File: src/rtl/divmmc_pkg.sv
// Shared definitions for the DivMMC SD/MMC SPI arbiter: owner codes, arbiter states and
// the idle byte sent when a requester only wants to receive.
package divmmc_pkg;

  localparam logic [1:0] OWN_NONE = 2'b00;
  localparam logic [1:0] OWN_A    = 2'b01;
  localparam logic [1:0] OWN_B    = 2'b10;

  localparam logic [7:0] SPI_IDLE_BYTE = 8'hFF;

  typedef enum logic [1:0] {
    StIdle,
    StOwnA,
    StOwnB,
    StGap
  } arb_state_e;

endpackage

File: src/rtl/spi_byte_engine.sv
// Mode-0 SPI byte shifter: 16 phases per byte, MSB first, one-cycle done pulse after the byte.
module spi_byte_engine
  import divmmc_pkg::*;
(
  input  logic       clk_sys,
  input  logic       reset,
  input  logic       tx,
  input  logic       rx,
  input  logic [7:0] din,
  input  logic       spi_di,
  output logic       busy,
  output logic       done,
  output logic       capture,
  output logic [7:0] rx_byte,
  output logic       spi_clk,
  output logic       spi_do
);

  logic       busy_q;
  logic       done_q;
  logic [3:0] phase_q;
  logic [7:0] shift_q;

  always_ff @(posedge clk_sys) begin
    if (reset) begin
      busy_q  <= 1'b0;
      done_q  <= 1'b0;
      phase_q <= 4'd0;
      shift_q <= SPI_IDLE_BYTE;
    end else begin
      done_q <= 1'b0;
      if (busy_q) begin
        phase_q <= phase_q + 4'd1;
        if (phase_q[0]) begin
          shift_q <= {shift_q[6:0], spi_di};
        end
        if (phase_q == 4'd15) begin
          busy_q <= 1'b0;
          done_q <= 1'b1;
        end
      end else if (tx || rx) begin
        busy_q  <= 1'b1;
        phase_q <= 4'd0;
        shift_q <= tx ? din : SPI_IDLE_BYTE;
      end
    end
  end

  // Final received byte is valid during phase 15, including the bit sampled at its end.
  assign capture = busy_q && (phase_q == 4'd15);
  assign rx_byte = {shift_q[6:0], spi_di};
  assign busy    = busy_q;
  assign done    = done_q;
  assign spi_clk = busy_q & phase_q[0];
  assign spi_do  = busy_q ? shift_q[7] : 1'b1;

endmodule

File: src/rtl/divmmc_spi_arbiter.sv
// Shares the SD SPI bus between the DivMMC port logic (A) and a block loader (B), one
// chip-select transaction at a time, with a forced deselect gap between owners.
module divmmc_spi_arbiter
  import divmmc_pkg::*;
#(
  parameter bit          PRIO_B     = 1'b0,
  parameter int unsigned GAP_CYCLES = 4
) (
  input  logic       clk_sys,
  input  logic       reset,
  input  logic       a_ss,
  input  logic       a_tx,
  input  logic       a_rx,
  input  logic [7:0] a_din,
  output logic [7:0] a_dout,
  output logic       a_done,
  output logic       a_drop,
  input  logic       b_ss,
  input  logic       b_tx,
  input  logic       b_rx,
  input  logic [7:0] b_din,
  output logic [7:0] b_dout,
  output logic       b_done,
  output logic       b_drop,
  output logic [1:0] owner,
  output logic       spi_ss,
  output logic       spi_clk,
  output logic       spi_do,
  input  logic       spi_di
);

  localparam int unsigned GapW = (GAP_CYCLES > 1) ? $clog2(GAP_CYCLES) : 1;
  localparam logic [GapW-1:0] GapLast = GapW'(GAP_CYCLES - 1);

  arb_state_e      state_q;
  logic [GapW-1:0] gap_q;
  logic [7:0]      a_dout_q, b_dout_q;
  logic            a_drop_q, b_drop_q;

  logic       eng_busy, eng_done, eng_capture;
  logic [7:0] eng_rx_byte;

  // A strobe is only taken while its port owns the bus, still holds ss low and the engine is free.
  logic accept_a, accept_b, strobe_a, strobe_b, go_a, go_b;
  assign strobe_a = a_tx | a_rx;
  assign strobe_b = b_tx | b_rx;
  assign accept_a = (state_q == StOwnA) && !a_ss && !eng_busy;
  assign accept_b = (state_q == StOwnB) && !b_ss && !eng_busy;
  assign go_a     = accept_a & strobe_a;
  assign go_b     = accept_b & strobe_b;

  logic       eng_tx, eng_rx;
  logic [7:0] eng_din;
  assign eng_tx  = (go_a & a_tx) | (go_b & b_tx);
  assign eng_rx  = (go_a & a_rx & ~a_tx) | (go_b & b_rx & ~b_tx);
  assign eng_din = go_b ? b_din : a_din;

  spi_byte_engine u_engine (
    .clk_sys (clk_sys),
    .reset   (reset),
    .tx      (eng_tx),
    .rx      (eng_rx),
    .din     (eng_din),
    .spi_di  (spi_di),
    .busy    (eng_busy),
    .done    (eng_done),
    .capture (eng_capture),
    .rx_byte (eng_rx_byte),
    .spi_clk (spi_clk),
    .spi_do  (spi_do)
  );

  always_ff @(posedge clk_sys) begin
    if (reset) begin
      state_q  <= StIdle;
      gap_q    <= '0;
      a_dout_q <= SPI_IDLE_BYTE;
      b_dout_q <= SPI_IDLE_BYTE;
      a_drop_q <= 1'b0;
      b_drop_q <= 1'b0;
    end else begin
      a_drop_q <= strobe_a & ~accept_a;
      b_drop_q <= strobe_b & ~accept_b;

      if (eng_capture) begin
        if (state_q == StOwnA) a_dout_q <= eng_rx_byte;
        if (state_q == StOwnB) b_dout_q <= eng_rx_byte;
      end

      unique case (state_q)
        StIdle: begin
          gap_q <= '0;
          if (!a_ss && (b_ss || !PRIO_B)) begin
            state_q <= StOwnA;
          end else if (!b_ss) begin
            state_q <= StOwnB;
          end
        end
        StOwnA: if (a_ss && !eng_busy) state_q <= StGap;
        StOwnB: if (b_ss && !eng_busy) state_q <= StGap;
        StGap: begin
          if (gap_q == GapLast) begin
            gap_q   <= '0;
            state_q <= StIdle;
          end else begin
            gap_q <= gap_q + GapW'(1);
          end
        end
      endcase
    end
  end

  // A release mid-byte keeps the card selected until the byte finishes.
  always_comb begin
    spi_ss = 1'b1;
    owner  = OWN_NONE;
    unique case (state_q)
      StOwnA: begin
        spi_ss = a_ss & ~eng_busy;
        owner  = OWN_A;
      end
      StOwnB: begin
        spi_ss = b_ss & ~eng_busy;
        owner  = OWN_B;
      end
      default: begin
        spi_ss = 1'b1;
        owner  = OWN_NONE;
      end
    endcase
  end

  assign a_dout = a_dout_q;
  assign b_dout = b_dout_q;
  assign a_drop = a_drop_q;
  assign b_drop = b_drop_q;
  assign a_done = eng_done && (state_q == StOwnA);
  assign b_done = eng_done && (state_q == StOwnB);

endmodule

File: config.mk
export PLATFORM = sky130hd
export DESIGN_NAME = divmmc_spi_arbiter
export DESIGN_NICKNAME = d
export VERILOG_FILES = /design/src/rtl/divmmc_pkg.sv /design/src/rtl/spi_byte_engine.sv /design/src/rtl/divmmc_spi_arbiter.sv
export SDC_FILE = /design/constraint.sdc
export NUM_CORES = 1
export LEC_CHECK = 0
export BUFFER_PORTS_ARGS = -buffer_cell sky130_fd_sc_hd__buf_2
export CORE_ASPECT_RATIO = 1.5
export CORE_MARGIN = 10
export CORE_UTILIZATION = 41
export CTS_CLUSTER_DIAMETER = 150
export CTS_CLUSTER_SIZE = 20
export DETAILED_ROUTE_END_ITERATION = 6
export GPL_TIMING_DRIVEN = 0
export PLACE_DENSITY_LB_ADDON = 0.25
export SYNTH_ARGS = -nofsm -noshare
export SYNTH_HDL_FRONTEND = slang
export SYNTH_SLANG_ARGS = --single-unit
File: constraint.sdc
create_clock -name clk_sys -period 2.2 [get_ports clk_sys]
set_input_delay 0.33 -clock clk_sys [delete_from_list [all_inputs] [get_ports clk_sys]]
set_output_delay 0.33 -clock clk_sys [all_outputs]
set_load 0.005 [all_outputs]
# Word level (Yosys, flattened, before mapping)

Cells that the tools add are included.

Bits in latches: 0
Memories: 0
Word-level logic and storage cells: 87
Output and inout port bits: 25
RAM bits: 0
Register bits: 36
Bits in read-only memories: 0
Input bits: 25

Equality and inequality tests: 10
Order comparisons: 0
$mul: 0
Shifts and indexed selects: 0
Divide/modulo/power cells: 0
Reductions and logical operators: 21
$add $sub $neg: 2
Mux-type cells: 22
Bitwise gates (word level): 22

Operator list:

| operator            | number |
|---|---|
| $mux 8              | 5 |
| $and 1x1->1         | 13 |
| $mux 2              | 6 |
| $logic_and 1x1->1   | 9 |
| $mux 4              | 2 |
| $pmux 2 s2          | 2 |
| $pmux 2 s4          | 1 |
| $eq 2x2->1 const B  | 3 |
| $reduce_and 2->1    | 3 |
| $mux 1              | 5 |
| $not 1->1           | 5 |
| $add 4x1->4 const B | 1 |
| $eq 4x4->1 const B  | 1 |
| $ne 2x1->1 const B  | 2 |
| $ne 2x2->1 const B  | 2 |
| $or 1x1->1          | 4 |
| $reduce_and 4->1    | 1 |
| $reduce_bool 2->1   | 2 |
| $logic_not 1->1     | 3 |
| $ne 3x3->1 const B  | 1 |
| $add 2x1->2 const B | 1 |
| $eq 2x1->1 const B  | 1 |
| $logic_not 2->1     | 1 |
| $pmux 1 s2          | 1 |
| other kinds (2)     | 2 |

# Logic depth before layout (Yosys ltp)

Gate-level depths: netlist of run 1.

Word-level depth: 10
Gate-level depth with buffers: 7
Gate-level depth less buffers: 6

# Hierarchy

Synthesis of run 1 repeated with hierarchy kept, for this count alone.

Cells, all modules: 198
Area total of the unflattened synthesis: 1863.0 µm²

Modules (own cells, without submodules):

| module             | cells an instance | instances | area each (µm²) | sequential area each (µm²) |
|---|---|---|---|---|
| divmmc_spi_arbiter | 115               | 1         | 1122.3          | 440.4 |
| spi_byte_engine    | 83                | 1         | 740.7           | 280.3 |

# Worst setup path before layout of run 1

Ideal clock, no wire load.

Kind: flip-flop to flip-flop
Start: register state_q[0]
End: register u_engine.shift_q[4]
Arrival: 1.659 ns
Cell stages (with the launch flop): 8
Period minus slack after synthesis: 1.780 ns
Path slack: 0.420 ns
Path through: dfxtp_1 > inv_1 > ha_1 > or3b_1 > o221a_1 > buf_6 > a21oi_2 > o31ai_2

Cells in the longest elaborated chain, start to end: 10
Elaborated cells on any way between the ends: 23
Those cells by class: eq/ne: 2; mux: 4; bitwise: 10; reduce/logical: 7

Ends and longest elaborated chain:

| item                                               | RTL line                                           | RTL |
|---|---|---|
| start: declaration                                 | divmmc_spi_arbiter.sv:35                           | `arb_state_e state_q;` |
| start signal: assignment                           | divmmc_spi_arbiter.sv:75                           | `state_q <= StIdle;` |
| start signal: assignment                           | divmmc_spi_arbiter.sv:94                           | `state_q <= StOwnA;` |
| start signal: assignment                           | divmmc_spi_arbiter.sv:96                           | `state_q <= StOwnB;` |
| $eq 2x1->1 / $eq 2x2->1 (equally long branches)    | divmmc_spi_arbiter.sv:47, divmmc_spi_arbiter.sv:48 |  |
| $logic_and 1x1->1 (on tied branches) (2 in series) | divmmc_spi_arbiter.sv:47, divmmc_spi_arbiter.sv:48 |  |
| $and 1x1->1 (on tied branches)                     | divmmc_spi_arbiter.sv:49, divmmc_spi_arbiter.sv:50 |  |
| $and 1x1->1 (2 in series)                          | divmmc_spi_arbiter.sv:55                           | `assign eng_rx = (go_a & a_rx & ~a_tx) \| (go_b & b_rx & ~b_tx);` |
| $or 1x1->1                                         | divmmc_spi_arbiter.sv:55                           |  |
| $logic_or 1x1->1                                   | spi_byte_engine.sv:41                              | `end else if (tx \|\| rx) begin` |
| $reduce_bool 2->1 (no source line)                 | --                                                 |  |
| $reduce_and 2->1 (no source line)                  | --                                                 |  |
| end signal: assignment                             | spi_byte_engine.sv:35                              | `shift_q <= {shift_q[6:0], spi_di};` |
| end signal: assignment                             | spi_byte_engine.sv:44                              | `shift_q <= tx ? din : SPI_IDLE_BYTE;` |
| end: declaration                                   | spi_byte_engine.sv:22                              | `logic [7:0] shift_q;` |

Several ways; a longest one is shown, not always the timed one. The select of a mux whose other input is x is not followed.
A chain may end at the register's enable or synchronous reset.

# Worst setup path in the final report of run 1

Start: register state_q[0]
End: register u_engine.phase_q[1]

Cells in the longest elaborated chain, start to end: 9
Elaborated cells on any way between the ends: 18
Those cells by class: eq/ne: 2; bitwise: 10; reduce/logical: 6

Ends and longest elaborated chain:

| item                                               | RTL line                                           | RTL |
|---|---|---|
| $eq 2x1->1 / $eq 2x2->1 (equally long branches)    | divmmc_spi_arbiter.sv:47, divmmc_spi_arbiter.sv:48 |  |
| $logic_and 1x1->1 (on tied branches) (2 in series) | divmmc_spi_arbiter.sv:47, divmmc_spi_arbiter.sv:48 |  |
| $and 1x1->1 (on tied branches)                     | divmmc_spi_arbiter.sv:49, divmmc_spi_arbiter.sv:50 |  |
| $and 1x1->1 (2 in series)                          | divmmc_spi_arbiter.sv:55                           |  |
| $or 1x1->1                                         | divmmc_spi_arbiter.sv:55                           |  |
| $logic_or 1x1->1 (*)                               | spi_byte_engine.sv:41                              |  |
| $reduce_bool 2->1 (no source line) (*)             | --                                                 |  |
| end signal: assignment                             | spi_byte_engine.sv:33                              | `phase_q <= phase_q + 4'd1;` |
| end: declaration                                   | spi_byte_engine.sv:21                              | `logic [3:0] phase_q;` |

Every way passes the cells marked *; elsewhere a longest branch is shown, timed or not.

==> results of run 1 <==
[power groups by stage]
stage	sequential [mW]	combinational (mW)	clock [mW]
after floorplan	0.799	0.393	0
after global placement	0.830	0.529	0
after detailed placement	0.830	0.533	0
after CTS	0.816	0.534	0.648
after global routing	0.827	0.616	0.675
final	0.819	0.548	0.634
[cell families (layout without fill, tap and decap cells)]
group / count (synthesis) / in the layout / synth area share, %
flip-flops: 36 / 36 / 40.94
AND/OR/NAND/NOR: 100 / 100 / 30.92
multiplexers: 1 / 1 / 0.5686
AO/OA/AOI/OAI: 45 / 45 / 17.34
adder cells (fa/ha/maj): 8 / 8 / 5.686
XOR/XNOR: 1 / 1 / 0.4976
buffers and inverters: 15 / 73 / 4.051
[critical path, stage by stage, from the launching register on]
cell and delay, ns:
dfxtp_1 0.34, inv_1 0.13, ha_1 0.39, or3b_1 0.42, o22ai_2 0.38, or3b_2 0.19
a21oi_1 0.05
[metrics by stage]
stage	cells	utilization [%]	area, um2	hold WS (ns)	total power [mW]
floorplan	206	-	1760	0.4358	1.192
CTS	308	51.90	2185	0.2979	1.998
detailed placement	300	48.90	2058	0.4477	1.363
finish	310	52.41	2206	0.3040	2.000
global placement	300	48.90	2058	0.4421	1.358
global route	310	52.41	2206	0.3119	2.118
[synth_stat cells (3+ instances only)]
master    instances
nor2_1            7
ha_1              8
nor3_1            6
dfxtp_1          36
and3_1           10
clkbuf_1          8
a211oi_1          8
inv_1             4
nor2b_1           3
nand2_1          38
o21ai_1           6
nand3b_1         16
a21oi_1          17
nand2b_1          5
[routing by layer]
layer / up-vias / GRT usage [%] / part of all wire, %
met2: 41 / 20.26 / 49
met5: - / 0 / 0
met4: 0 / 3.885 / 1.0
li1: 841 / - / -
met1: 747 / 14.10 / 43
met3: 5 / 4.936 / 7.1
[layout make-up]
type / count / area (um2) / area share, %
multi-input cells: 155 / 974.7 / 44.19
flip-flops and latches: 36 / 720.7 / 32.67
repair buffers: 50 / 255.2 / 11.57
clock buffers: 7 / 96.34 / 4.368
well taps: 46 / 57.56 / 2.609
plain buffers: 10 / 52.55 / 2.382
clock inverters: 1 / 30.03 / 1.361
inverters: 5 / 18.77 / 0.8508
[worst paths after layout]
check | startpoint | endpoint | slack (ns) | cells past startpoint
min reg2reg | b_dout[0] | b_dout[0] | 0.46 | 2
max | state_q[0] | u_engine.phase_q[1] | 0.16 | 6
min | spi_di | a_dout[0] | 0.30 | 3
max reg2reg | state_q[0] | u_engine.phase_q[1] | 0.16 | 6
[registers in the layout (all words and copies together), names as in the netlist]
name / count
a_dout: 8
b_drop: 1
a_drop: 1
gap_q: 2
u_engine.done: 1
b_dout: 8
state_q: 2
u_engine.busy: 1
u_engine.phase_q: 4
u_engine.shift_q: 8
[cell usage in the layout, fill, tap and decap left out, types with 3 or more instances in the layout]
cell type | netlist | layout
a211oi_1 | 8 | 8
a21oi_1 | 17 | 17
and3_1 | 10 | 10
buf_2 | 0 | 48
clkbuf_1 | 8 | 8
clkbuf_8 | 0 | 7
dfxtp_1 | 36 | 36
ha_1 | 8 | 8
inv_1 | 4 | 4
nand2_1 | 38 | 38
nand2b_1 | 5 | 5
nand3b_1 | 16 | 16
nor2_1 | 7 | 7
nor2b_1 | 3 | 3
nor3_1 | 6 | 6
o21ai_1 | 6 | 6
[what timing repair did]
item,CTS,global route
buffers inserted,0,2
gates resized for setup,0,1
endpoints found under the setup margin,0,8
==> impl_metrics.toml, run 1 <==
[logic_synthesis]
synth_edf_count = 0
ys_ff_latch = 36
synth_cells = 206
synth_top_area_share_pct = 40.94
syn_nets = 239
async_reset_ff_share_pct = 0
avgSynthCellArea_um2 = 8.546
yosysTopAreaCell = "dfxtp_1"
ys_types = 39
ys_seq_area_share_pct = 40.94
yosys_warnings = 0
synth.cell_area_mm2 = 0.001760
synth.area.top_cells = "dfxtp_1, nand2_1, nand3b_1"
synthFlopType = "dfxtp_1"

[detailed_routing]
drc = 0
post_drt_wl_per_cell_um = 14.76
ant_nets = 0
drtIter0Drc = 108
via_per_inst = 5.271
num_vias = 1634
totalWireLength_um = 4575
drtPass1Iterations = 4

[layout]
area_growth_pct = 25.30
antenna_cells = 0
finalNetCount = 296
fillers = 418
drive_gt1_share_pct = 28.03

[timing]
worst_slew_pin_slew_ns = 0.5102
setup_ws_ns = 0.1647
fmax_ghz = 0.4913
fin_crit_ns = 2.035
max_slew_margin_pct = 65.99
rsz0062_at_grt = "false"
finalMaxSlewViolations = 0
hold_viol = 0
skew_ns = 0.008395
tns_ns = 0
final.period_utilization_pct = 92.51
finalSetupViolations = 0

[clocking]
clock_latency_ns = 0.29
h-tree-depth = 2
clk_pin_slew_ns = 0.08
holdBufCountCts = 0
cts_buffer_depth = 2
tritoncts = "built"
cts_made_buffers = 5
cts-root-buf = "clkbuf_8"
clock-sinks = 36

[critical_path]
path_max_fanout = 10
cp-end-kind = "flop"
required_ns = 2.37
crit_arrival_ns = 2.20
crit_path_start_kind = "flop"
crit_type = "reg2reg"

[grt]
grt_pass1_vias = 1535
grt_pass1_wl_um = 7438
grt_antenna_before_repair = 0
gr-total-overflow = 0
grt_start_max_net_pins = 12
grtUsageTotal_pct = 12.35

[outcome]
status = "complete, no violations"

[die]
dieArea_mm2 = 0.007369
rows = 29
ios = 50
fp.dieW_um = 73.50
die_y_um = 100.3
initial_utilization_pct = 41.83
core-area_mm2 = 0.004209

[power_and_ir_drop]
seq_power_share_pct = 40.9
pwr-share-clk_pct = 31.7
p_per_area_mw_per_mm2 = 906.9
p_switching_mw = 0.6241
irDropWorstVdd_mv = 0.6606
p_int_mw = 1.376
p_sw_share_pct = 31.20
p_comb_share_pct = 27.4
p_leak_nw = 0.9780

[placed_design]
gp_congestion = 0.8432
portBuffers = 48
detailed_place_hpwl_um = 3511
place_ws_ns = 0.01413

[run]
drv_cap = 0

[worst_hold_path]
hp-class = "in2reg"
Note: power is estimated with default switching activity, not from simulation.
==> inputs of run 2 (changes only) <==
--- a/config.mk
+++ b/config.mk
@@ -12,7 +12,6 @@
 export CTS_CLUSTER_DIAMETER = 150
 export CTS_CLUSTER_SIZE = 20
 export DETAILED_ROUTE_END_ITERATION = 6
-export GPL_TIMING_DRIVEN = 0
 export PLACE_DENSITY_LB_ADDON = 0.25
 export SYNTH_ARGS = -nofsm -noshare
 export SYNTH_HDL_FRONTEND = slang
==> run 2 against run 1 <==
Effect of this change: die area is the same; critical path type unchanged; total power shrank 4.6%; register-to-register slack better by 0.04 ns; non-clock buffer count is 9 lower; worst hold slack got worse by 0.0044 ns; highest routed layer unchanged; critical path depth did not move; clock power is 8.4% lower; largest power group unchanged; sequential power increased by 2%; cell count is 2.9% lower; count of clock-buffer cells in the layout down 2; first-iteration DRC count is 19% lower.
==> impl_metrics.toml, run 2 (synthesized netlist as in run 1, its figures left out) <==
[critical_path]
path_max_fanout = 10
crit_arrival_ns = 2.16
cp-end-kind = "flop"
crit_type = "reg2reg"
crit_path_start_kind = "flop"
crit_chain = "inv_1 > ha_1 > or3b_1 > o221a_1 > a21oi_2 > o31ai_2"
r2r_setup_slack_ns = 0.21
slowest_stage = "or3b_1"
slowest_delay_ns = 0.41
required_ns = 2.37

[clocking]
tritoncts = "built"
clock_latency_ns = 0.29
cts-root-buf = "clkbuf_8"
clock-sinks = 36
cts_buffer_depth = 2
h-tree-depth = 2
cts_made_buffers = 5
cts_resized = 0
post-cts-setup-buffers = 0
clk_pin_slew_ns = 0.08
holdBufCountCts = 0

[layout]
stdcell_count = 301
final_common_cell = "buf_2"
drive_gt1_share_pct = 28.63
finalNetCount = 287
area_growth_pct = 21.39
final_cell_mix = "buf_2, nand2_1, dfxtp_1"
antenna_cells = 0
fillers = 428
utilization_pct = 50.77
fin_area_mm2 = 0.002137

[die]
dieArea_mm2 = 0.007369
ios = 50
core-area_mm2 = 0.004209
die_y_um = 100.3
rows = 29
fp.dieW_um = 73.50
initial_utilization_pct = 41.83

[timing]
worst_slew_pin_slew_ns = 0.6190
rsz0062_at_grt = "false"
setup_ws_ns = 0.2075
hold_viol = 0
max_slew_margin_pct = 58.73
final.period_utilization_pct = 90.57
fin_crit_ns = 1.993
holdWs_ns = 0.2996
tns_ns = 0
finalSetupViolations = 0
finalMaxSlewViolations = 0
skew_ns = 0.006706
fmax_ghz = 0.5019

[detailed_routing]
drtPass1Iterations = 4
totalWireLength_um = 4517
ant_nets = 0
drc = 0
drtIter0Drc = 87
via_per_inst = 5.286
num_vias = 1591
post_drt_wl_per_cell_um = 15.01

[placed_design]
gp_congestion = 0.8024
placed_cell_area_mm2 = 0.002026
detailed_place_hpwl_um = 3479
place_ws_ns = 0.1926
portBuffers = 49
placed_cells = 293

[grt]
grt_start_max_net_pins = 37
gr-total-overflow = 0
grt_pass1_vias = 1572
grtUsageTotal_pct = 11.99
grt_antenna_before_repair = 0
grt_pass1_wl_um = 7300

[power_and_ir_drop]
total_power_mw = 1.909
irDropWorstVdd_mv = 0.5647
p_leak_nw = 0.9498
p_per_area_mw_per_mm2 = 893.3

[worst_hold_path]
hp-class = "in2reg"

[run]
drv_cap = 0

[outcome]
status = "complete, no violations"
==> run 2: layout make-up <==
cell class | count | area, um2 | area share (%)
Clock buffer | 5 | 68.82 | 3.220
Clock inverter | 3 | 42.54 | 1.991
Inverter | 5 | 18.77 | 0.8782
Multi-Input combinational cell | 155 | 968.4 | 45.32
Sequential cell | 36 | 720.7 | 33.72
Tap cell | 46 | 57.56 | 2.693
Timing Repair Buffer | 51 | 260.3 | 12.18
==> run 2: power by group <==
part	internal [mW]	switching (mW)
clock	0.335	0.246
sequential	0.730	0.108
combinational	0.222	0.268
==> run 2: worst paths after layout <==
check / cells after the start / start / end
setup reg to reg: 6 / state_q[0] / u_engine.shift_q[4]
hold reg to reg: 2 / b_dout[0] / b_dout[0]
setup / recovery: 6 / state_q[0] / u_engine.shift_q[4]
hold / removal: 3 / spi_di / a_dout[0]
==> run 2: metal layers <==
| metal | wire length [um] | vias up | track usage (%) |
|---|---|---|---|
| li1 | - | 823 | - |
| met4 | 44 | 0 | 3.453 |
| met1 | 1856 | 725 | 12.98 |
| met5 | 0 | - | 0 |
| met2 | 2244 | 39 | 20.53 |
| met3 | 371 | 4 | 4.936 |
==> run 2: critical path: cells and delay by family, from the launching register on <==
| kind | cells | cell delay, ns |
|---|---|---|
| buf+inv | 1 | 0.13 |
| flops | 1 | 0.34 |
| fa+ha+maj | 1 | 0.31 |
| compound gates | 3 | 0.69 |
| simple gates | 1 | 0.41 |
